==> src/rtl/fp_pkg.sv <==
// Shared floating-point types and constants for the 24-bit adder front end
// and the downstream normaliser.
package fp_pkg;

    localparam int FP_EXP_W  = 8;
    localparam int FP_FRAC_W = 15;
    localparam int FP_BIAS   = 127;
    localparam int FP_MANT_W = FP_FRAC_W + 1;

    localparam logic [1:0] FP_OP_ADD = 2'b00;
    localparam logic [1:0] FP_OP_SUB = 2'b01;

    typedef struct packed {
        logic                 sign;
        logic [FP_EXP_W-1:0]  exp;
        logic [FP_FRAC_W-1:0] frac;
    } fp24_t;

    typedef struct packed {
        logic                 sign;
        logic [FP_EXP_W-1:0]  exp;
        logic [FP_MANT_W:0]   mant;
        logic                 eff_sub;
        logic [3:0]           opcode;
    } fp_align_rec_t;

    // Zero exponent flushes to a zero mantissa; otherwise restore the hidden 1.
    function automatic logic [FP_MANT_W-1:0] fp_unpack_mant(input fp24_t x);
        logic [FP_MANT_W-1:0] m;
        if (x.exp == '0) begin
            m = '0;
        end else begin
            m = {1'b1, x.frac};
        end
        return m;
    endfunction

endpackage

==> src/rtl/fp_align_shift.sv <==
// Right shifter that aligns the smaller mantissa; shifts past the mantissa
// width saturate to zero (truncating, no guard/sticky).
module fp_align_shift
    import fp_pkg::*;
(
    input  logic [FP_MANT_W-1:0] i_mant,
    input  logic [FP_EXP_W-1:0]  i_shift,
    output logic [FP_MANT_W-1:0] o_mant
);

    always_comb begin
        o_mant = '0;
        if (i_shift < 8'(FP_MANT_W)) begin
            o_mant = i_mant >> i_shift[3:0];
        end
    end

endmodule

==> src/rtl/fp_addsub_align.sv <==
// Two-stage add/sub front end: order operands by magnitude, align the smaller
// mantissa and produce an unnormalised record for the normaliser.
module fp_addsub_align
    import fp_pkg::*;
#(
    parameter int WIDTH = 24
) (
    input  logic                clk_i,
    input  logic                rst_i,
    input  logic                in_valid_i,
    output logic                in_ready_o,
    input  logic [WIDTH-1:0]    in_a_i,
    input  logic [WIDTH-1:0]    in_b_i,
    input  logic [3:0]          in_opcode_i,
    output logic                out_valid_o,
    input  logic                out_ready_i,
    output logic                out_sign_o,
    output logic [FP_EXP_W-1:0] out_exp_o,
    output logic [FP_MANT_W:0]  out_mant_o,
    output logic                out_eff_sub_o,
    output logic [3:0]          out_opcode_o
);

    // Null ops zero the record; a zero magnitude is canonicalised to +0.
    function automatic fp_align_rec_t make_rec(
        input logic                sign_in,
        input logic [FP_EXP_W-1:0] exp_in,
        input logic [FP_MANT_W:0]  mant_in,
        input logic                eff_sub_in,
        input logic [3:0]          opcode_in
    );
        fp_align_rec_t rec;
        rec.sign    = sign_in;
        rec.exp     = exp_in;
        rec.mant    = mant_in;
        rec.eff_sub = eff_sub_in;
        rec.opcode  = opcode_in;
        if (opcode_in[1]) begin
            rec.sign    = 1'b0;
            rec.exp     = '0;
            rec.mant    = '0;
            rec.eff_sub = 1'b0;
        end else if (mant_in == '0) begin
            rec.sign = 1'b0;
            rec.exp  = '0;
        end
        return rec;
    endfunction

    fp24_t                w_a;
    fp24_t                w_b;
    logic [FP_MANT_W-1:0] w_mant_a;
    logic [FP_MANT_W-1:0] w_mant_b;
    logic                 w_sign_b;
    logic                 w_eff_sub;
    logic                 w_b_larger;
    logic                 w_s2_load;
    logic                 w_s1_adv;
    logic                 w_accept;

    logic                 r_vld_p1;
    logic                 r_sign_p1;
    logic [FP_EXP_W-1:0]  r_exp_p1;
    logic [FP_MANT_W-1:0] r_lmant_p1;
    logic [FP_MANT_W-1:0] r_smant_p1;
    logic [FP_EXP_W-1:0]  r_diff_p1;
    logic                 r_eff_sub_p1;
    logic [3:0]           r_opcode_p1;

    logic [FP_MANT_W-1:0] w_smant_aligned;
    logic [FP_MANT_W:0]   w_mant_res;
    fp_align_rec_t        w_rec_p2;

    logic                 r_vld_p2;
    fp_align_rec_t        r_rec_p2;

    assign w_s2_load  = !r_vld_p2 || out_ready_i;
    assign w_s1_adv   = r_vld_p1 && w_s2_load;
    assign in_ready_o = !rst_i && (!r_vld_p1 || w_s1_adv);
    assign w_accept   = in_valid_i && in_ready_o;

    assign w_a        = fp24_t'(in_a_i);
    assign w_b        = fp24_t'(in_b_i);
    assign w_mant_a   = fp_unpack_mant(w_a);
    assign w_mant_b   = fp_unpack_mant(w_b);
    assign w_sign_b   = w_b.sign ^ in_opcode_i[0];
    assign w_eff_sub  = w_a.sign ^ w_sign_b;
    assign w_b_larger = {w_b.exp, w_mant_b} > {w_a.exp, w_mant_a};

    // Stage 1: magnitude ordering and exponent difference
    always_ff @(posedge clk_i) begin
        if (w_accept) begin
            if (w_b_larger) begin
                r_sign_p1  <= w_sign_b;
                r_exp_p1   <= w_b.exp;
                r_lmant_p1 <= w_mant_b;
                r_smant_p1 <= w_mant_a;
                r_diff_p1  <= w_b.exp - w_a.exp;
            end else begin
                r_sign_p1  <= w_a.sign;
                r_exp_p1   <= w_a.exp;
                r_lmant_p1 <= w_mant_a;
                r_smant_p1 <= w_mant_b;
                r_diff_p1  <= w_a.exp - w_b.exp;
            end
            r_eff_sub_p1 <= w_eff_sub;
            r_opcode_p1  <= in_opcode_i;
        end
    end

    fp_align_shift u_align_shift (
        .i_mant  (r_smant_p1),
        .i_shift (r_diff_p1),
        .o_mant  (w_smant_aligned)
    );

    // L >= S by construction, so the subtraction never goes negative.
    assign w_mant_res = r_eff_sub_p1 ? ({1'b0, r_lmant_p1} - {1'b0, w_smant_aligned})
                                     : ({1'b0, r_lmant_p1} + {1'b0, w_smant_aligned});
    assign w_rec_p2   = make_rec(r_sign_p1, r_exp_p1, w_mant_res, r_eff_sub_p1, r_opcode_p1);

    // Stage 2: aligned add/sub result register and handshake state
    always_ff @(posedge clk_i) begin
        if (rst_i) begin
            r_vld_p1 <= 1'b0;
            r_vld_p2 <= 1'b0;
            r_rec_p2 <= '0;
        end else begin
            if (w_accept) begin
                r_vld_p1 <= 1'b1;
            end else if (w_s1_adv) begin
                r_vld_p1 <= 1'b0;
            end
            if (w_s2_load) begin
                r_vld_p2 <= r_vld_p1;
            end
            if (w_s1_adv) begin
                r_rec_p2 <= w_rec_p2;
            end
        end
    end

    assign out_valid_o   = r_vld_p2;
    assign out_sign_o    = r_rec_p2.sign;
    assign out_exp_o     = r_rec_p2.exp;
    assign out_mant_o    = r_rec_p2.mant;
    assign out_eff_sub_o = r_rec_p2.eff_sub;
    assign out_opcode_o  = r_rec_p2.opcode;

endmodule
==> config.mk <==
export PLATFORM = sky130hd
export DESIGN_NAME = fp_addsub_align
export DESIGN_NICKNAME = d
export VERILOG_FILES = /design/src/rtl/fp_pkg.sv /design/src/rtl/fp_align_shift.sv /design/src/rtl/fp_addsub_align.sv
export SDC_FILE = /design/constraint.sdc
export NUM_CORES = 1
export LEC_CHECK = 0
export BUFFER_PORTS_ARGS = -buffer_cell sky130_fd_sc_hd__buf_2
export CORE_MARGIN = 4
export CORE_UTILIZATION = 64
export CTS_CLUSTER_DIAMETER = 120
export DETAILED_ROUTE_END_ITERATION = 7
export PLACE_DENSITY = 0.87
export SLEW_MARGIN = 10
export SYNTH_ARGS = -nofsm -noshare
export SYNTH_HDL_FRONTEND = slang
export SYNTH_SLANG_ARGS = --single-unit
==> constraint.sdc <==
create_clock -name clk_i -period 9.65 [get_ports clk_i]
set_clock_uncertainty 0.15 [all_clocks]
set_input_delay 0.4825 -clock clk_i [delete_from_list [all_inputs] [get_ports clk_i]]
set_output_delay 0.4825 -clock clk_i [all_outputs]
set_load 0.05 [all_outputs]
[Word-level counts from Yosys, hierarchy flattened]
Index checks and enable logic that the tools add are counted.
Word-level totals
  register bits after elaboration: 87
  input port bits: 56
  output and inout bits: 33
  word-level logic and storage cells: 49
Operators by class
  $add $sub $neg: 4
  order comparisons: 2
  shifts and indexed selects: 1
  muxes and demuxes: 14
  bitwise gates (word level): 2
  reductions and logical operators: 12
Operators by type and width (number)
  two-way mux 16 bit: 5
  greater-than comparator 24 bit: 1
  two-way mux 18 bit: 1
  two-way mux 9 bit: 2
  adder 16 x 16 -> 17 bit: 1
  zero test 17 bit: 1
  two-way mux 17 bit: 1
  subtractor 16 x 16 -> 17 bit: 1
  zero test 8 bit: 2
  two-way mux 8 bit: 2
  right shift 16 x 4 -> 16 bit: 1
  subtractor 8 bit: 2
  < comparator 8 x 5 -> 1 bit, second input constant: 1
  logical AND 1 bit: 3
  zero test 1 bit: 3
  two-way mux 1 bit: 3
  logical OR 1 bit: 2
  nonzero test 2 bit: 1
  bitwise XOR 1 bit: 2

[Longest topological paths before layout]
  word-level depth: 7
  mapped depth: 23
  depth with buffers taken out: 18

[Cells and area by module]
A second synthesis with hierarchy kept.
Second synthesis, totals
  cell total of the unflattened synthesis: 727
  area total of the unflattened synthesis: 6571.3 um^2
Modules (own cells, without submodules)
  fp_addsub_align: instances 1, cells an instance 640, area each 5740.5 um^2, sequential area each 2282.2 um^2
  fp_align_shift: instances 1, cells an instance 87, area each 830.8 um^2, sequential area each 0.0 um^2

[Worst setup path before layout]
No wires, ideal clock.
  path type: reg-to-reg
  start point: reg r_diff_p1[0]
  end point: reg r_rec_p2 (netlist bit out_exp_o[0])
  library setup time: 0.139 ns
  arrival time: 4.389 ns
  data required time: 9.361 ns
  slack: 4.972 ns
  cell stages (with the launch flop): 19
  path buffers: 3
  clock period less this slack: 4.678 ns
  cells stage by stage: edfxtp_1 buf_6 buf_12 buf_12 mux2i_1 mux4_2 o22a_4 ha_1 o21ai_0 ha_1 nor2b_1 o31a_1 or2_2 a211oi_2 a221oi_1 nor4_1 nand3_1 nor4_4 a31oi_1
Between the ends
  longest elaborated chain between the ends: 7
  elaborated cells between the ends (all ways): 9
  those cells by class: add/sub: 2; order compare: 1; shift: 1; mux: 4; reduce/logical: 1
RTL lines
  start, declared: line fp_addsub_align.sv:66  | logic [FP_EXP_W-1:0] r_diff_p1;
  start signal, assigned: line fp_addsub_align.sv:98  | r_diff_p1 <= w_b.exp - w_a.exp;
  start signal, assigned: line fp_addsub_align.sv:104  | r_diff_p1 <= w_a.exp - w_b.exp;
  < comparator 8 x 5 -> 1 bit / right shift 16 x 4 -> 16 bit (equally long branches): line fp_align_shift.sv:13, fp_align_shift.sv:14
  two-way mux 16 bit (*): line fp_align_shift.sv:13  | if (i_shift < 8'(FP_MANT_W)) begin
  adder 16 x 16 -> 17 bit / subtractor 16 x 16 -> 17 bit (equally long branches): line fp_addsub_align.sv:119, fp_addsub_align.sv:118
  two-way mux 17 bit (*): line fp_addsub_align.sv:118  | assign w_mant_res = r_eff_sub_p1 ? ({1'b0, r_lmant_p1} - {1'b0, w_smant_aligned})
  zero test 17 bit (*): line fp_addsub_align.sv:43  | end else if (mant_in == '0) begin
  two-way mux 9 bit (*): line fp_addsub_align.sv:43
  two-way mux 9 bit (*): line fp_addsub_align.sv:38  | if (opcode_in[1]) begin
  end signal, assigned: line fp_addsub_align.sv:138  | r_rec_p2 <= w_rec_p2;
  end, declared: line fp_addsub_align.sv:75  | fp_align_rec_t r_rec_p2;
Mark *: on every way between the ends. The rest lies on a longest branch, timed or not.
A chain may end at the register's enable or synchronous reset.

[Final worst setup path]
  start point: reg r_diff_p1[0]
  end point: reg r_rec_p2 (netlist bit out_exp_o[7])
Same word-level chain as after synthesis.

==> run metrics <==
status=complete, no violations; I/O pin cnt=89; Final Cycle Share=60.0%; Hold Slack=approximately 130 ps; # resized after CTS=0; hold path depth=1; Synth Instances=731; CP max-delay cell=edfxtp_1; share of cells above drive strength 1=17.8%; vias in the first global route=5307; count of cell types in the netlist=76; Post-Syn Nets=838; GR Overflow Total=0; IO Port Bufs=between 80 and 90; Clock Latency Late Sink=370 ps; area occupied by registers=0.00228 mm^2; commonest non-fill, non-tap cells in the layout=91 x nand2_1, 88 x buf_2, 57 x a21oi_1; Final Wtd Congestion=~0.90; number of synthesis warnings=0; Area contributors post-synth=edfxtp_1 24%, dfxtp_1 9.9%, ha_1 9.0%, nand2_1 5.1%, a21oi_1 4.3%; CP Launch Type=flop; setup TNS=0 ps; Vias=5786; Seq/Total Area, Yosys=34.2%; die height=110 um; Via density=6.21; CP Buf/Inv Count=1; Fin. Hold Viols=0; power density over cell area=149 mW/mm^2; worst IR drop on VDD=0.0962 mV; Critical Path RT=about 9700 ps; largest net degree at the start of global routing=55; initial antenna violation count=0; final net count=898; number of synthesized register bits=slightly below 90; crit-path max FO=23; setup ws final=roughly 3900 ps; final setup violating endpoints=0; row cnt=37; actual slew at the worst max-slew pin=1070 ps; Core ar.=0.0102 mm^2; Hold Crit Class=in2reg; 1st-pass router iterations=7; R2R depth=18; first-pass GRT wire length=25.9 mm; pre-CTS setup slack=around 3900 ps; Slew Viols, Final=0; DP HPWL=12.4 mm; main flop type after synthesis=edfxtp_1; critical path class=reg2reg; die area=roughly 0.012 mm^2; Max-Cap Viols=0; number of nets with antenna violations after routing=0; GR Util All Layers=27.1%; Pleak=roughly 0.0032 uW; TritonCTS clock tree=done; Crit. End Element=flop; commonest non-fill, non-tap cell in the layout=nand2_1; multi-input logic area=0.00400 mm^2; DRC Markers=0; Reg clk slew, reported paths=around 110 ps; critical-path cell list=mux4_1, mux2i_1, o22a_4, ha_1, inv_1, nor4_4, and2_2, a21oi_1, xnor2_1, ha_1, nand2_1, nor3_1, a211oi_2, o21ai_0, a21oi_1, xnor2_1, nor4_4, a31oi_1; CTS H-tree lvls=3; Avg Cell Area, Syn=9.14 um^2; Final Util=71.3%; Synth Cell Area=0.00668 mm^2; CTS root buf=clkbuf_8; Post-synth EDFFs=54; DRT iter0 DRCs=583; Die W=110 um; unrepaired setup endpoints after global routing=no; Yosys top cell by area=edfxtp_1; Num CTS Buffers=9; Slew HR=between 20 and 30%; final-layout fill cell count=roughly 760; CP delay by family, top=simple AND/OR/NAND/NOR gates; Slowest Stage Delay on Critical Path=around 1000 ps; Clock Path Buffers=2; crit path DAT=a little under 6000 ps; fmax=0.173 GHz; routed wire length=around 16 mm; area grow syn2layout=9.25%; Initial Util=around 65%; top cell type's share of synthesized area=about 24%; FF-to-FF setup slack=3860 ps; critical path depth=18; ys async rst share=0%; Final Critical Period=5790 ps; Hold Buf Count CTS=0; Clock Sink Count=87; Post-CTS Setup Bufs=0; Avg WL per Cell=17.3 um; # diodes=0
==> synthesized netlist by cell type (9+ instances only) <==
cell type and instances:
a21oi_1 57, inv_1 49, dfxtp_1 33, edfxtp_1 54
nand4_1 9, mux2i_1 23, nor3_1 15, xnor2_1 27
nor2_1 49, nand2_1 91, a31oi_1 11, ha_1 48
clkbuf_1 23, a22oi_1 21, o21ai_0 49, nand3_1 28
a21o_1 10
==> flip-flops by register name, summed over array words and instances (netlist names), 4 cells and up <==
register,flops
out_mant_o,17
r_lmant_p1,16
r_smant_p1,16
out_exp_o,8
r_diff_p1,8
r_exp_p1,8
out_opcode_o,4
r_opcode_p1,4
==> cell families after synthesis <==
logic type                 Yosys count  synth area share [%]
buffers and inverters               91                  6.03
adders and majority gates           51                  9.89
and+or+nand+nor                    240                  17.9
xor gates and xnor gates            32                  4.48
AOI/OAI and AO/OA                  191                  18.8
muxes                               39                  8.79
DFF                                 87                  34.2
==> per-stage QoR <==
stage	power, uW	area (um^2)	instances
6_report	1090	7300	932
5_1_grt	1140	7300	932
3_3_place_gp	815	7100	916
4_1_cts	1080	7300	932
3_5_place_dp	828	7100	916
2_1_floorplan	744	6680	731
==> worst reg2reg max path, stage by stage, from the launching register on <==
cell      delay [ps]
edfxtp_1        1010
mux4_1           700
mux2i_1          240
o22a_4           200
ha_1             160
inv_1             90
nor4_4           320
and2_2           250
a21oi_1           90
xnor2_1          190
ha_1             390
nand2_1           90
nor3_1           300
a211oi_2         150
o21ai_0          180
a21oi_1          100
xnor2_1          180
nor4_4           620
a31oi_1          240
==> metal layers <==
layer,track usage (%),routed length (um),share of wire (%)
met3,3.49,1210,7.5
met1,37.1,6770,42
met4,10.3,499,3.1
met2,44.2,7650,47
met5,0,0,0
==> path summary, 6_finish.rpt <==
kind / from / to
setup reg to reg: r_diff_p1[0]$_DFFE_PP_ / out_exp_o[7]$_SDFFE_PP0P_
hold reg to reg: out_opcode_o[1]$_SDFFE_PP0P_ / out_opcode_o[1]$_SDFFE_PP0P_
hold / removal: in_opcode_i[2] / r_opcode_p1[2]$_DFFE_PP_
setup / recovery: r_diff_p1[0]$_DFFE_PP_ / out_exp_o[7]$_SDFFE_PP0P_
==> final cells by class <==
class	instances	area share (%)
clock buffers	9	1.70
well taps	136	2.33
inverters	50	2.57
repair buffers	90	6.24
multi-input cells	553	54.9
clock inverters	7	1.03
flip-flops and latches	87	31.3
==> power by group <==
group          switching (uW)  total (uW)  internal (uW)
logic                     234         379            145
registers                22.1         449            426
clock network             155         258            103
Power figures use the tool's default switching activity.
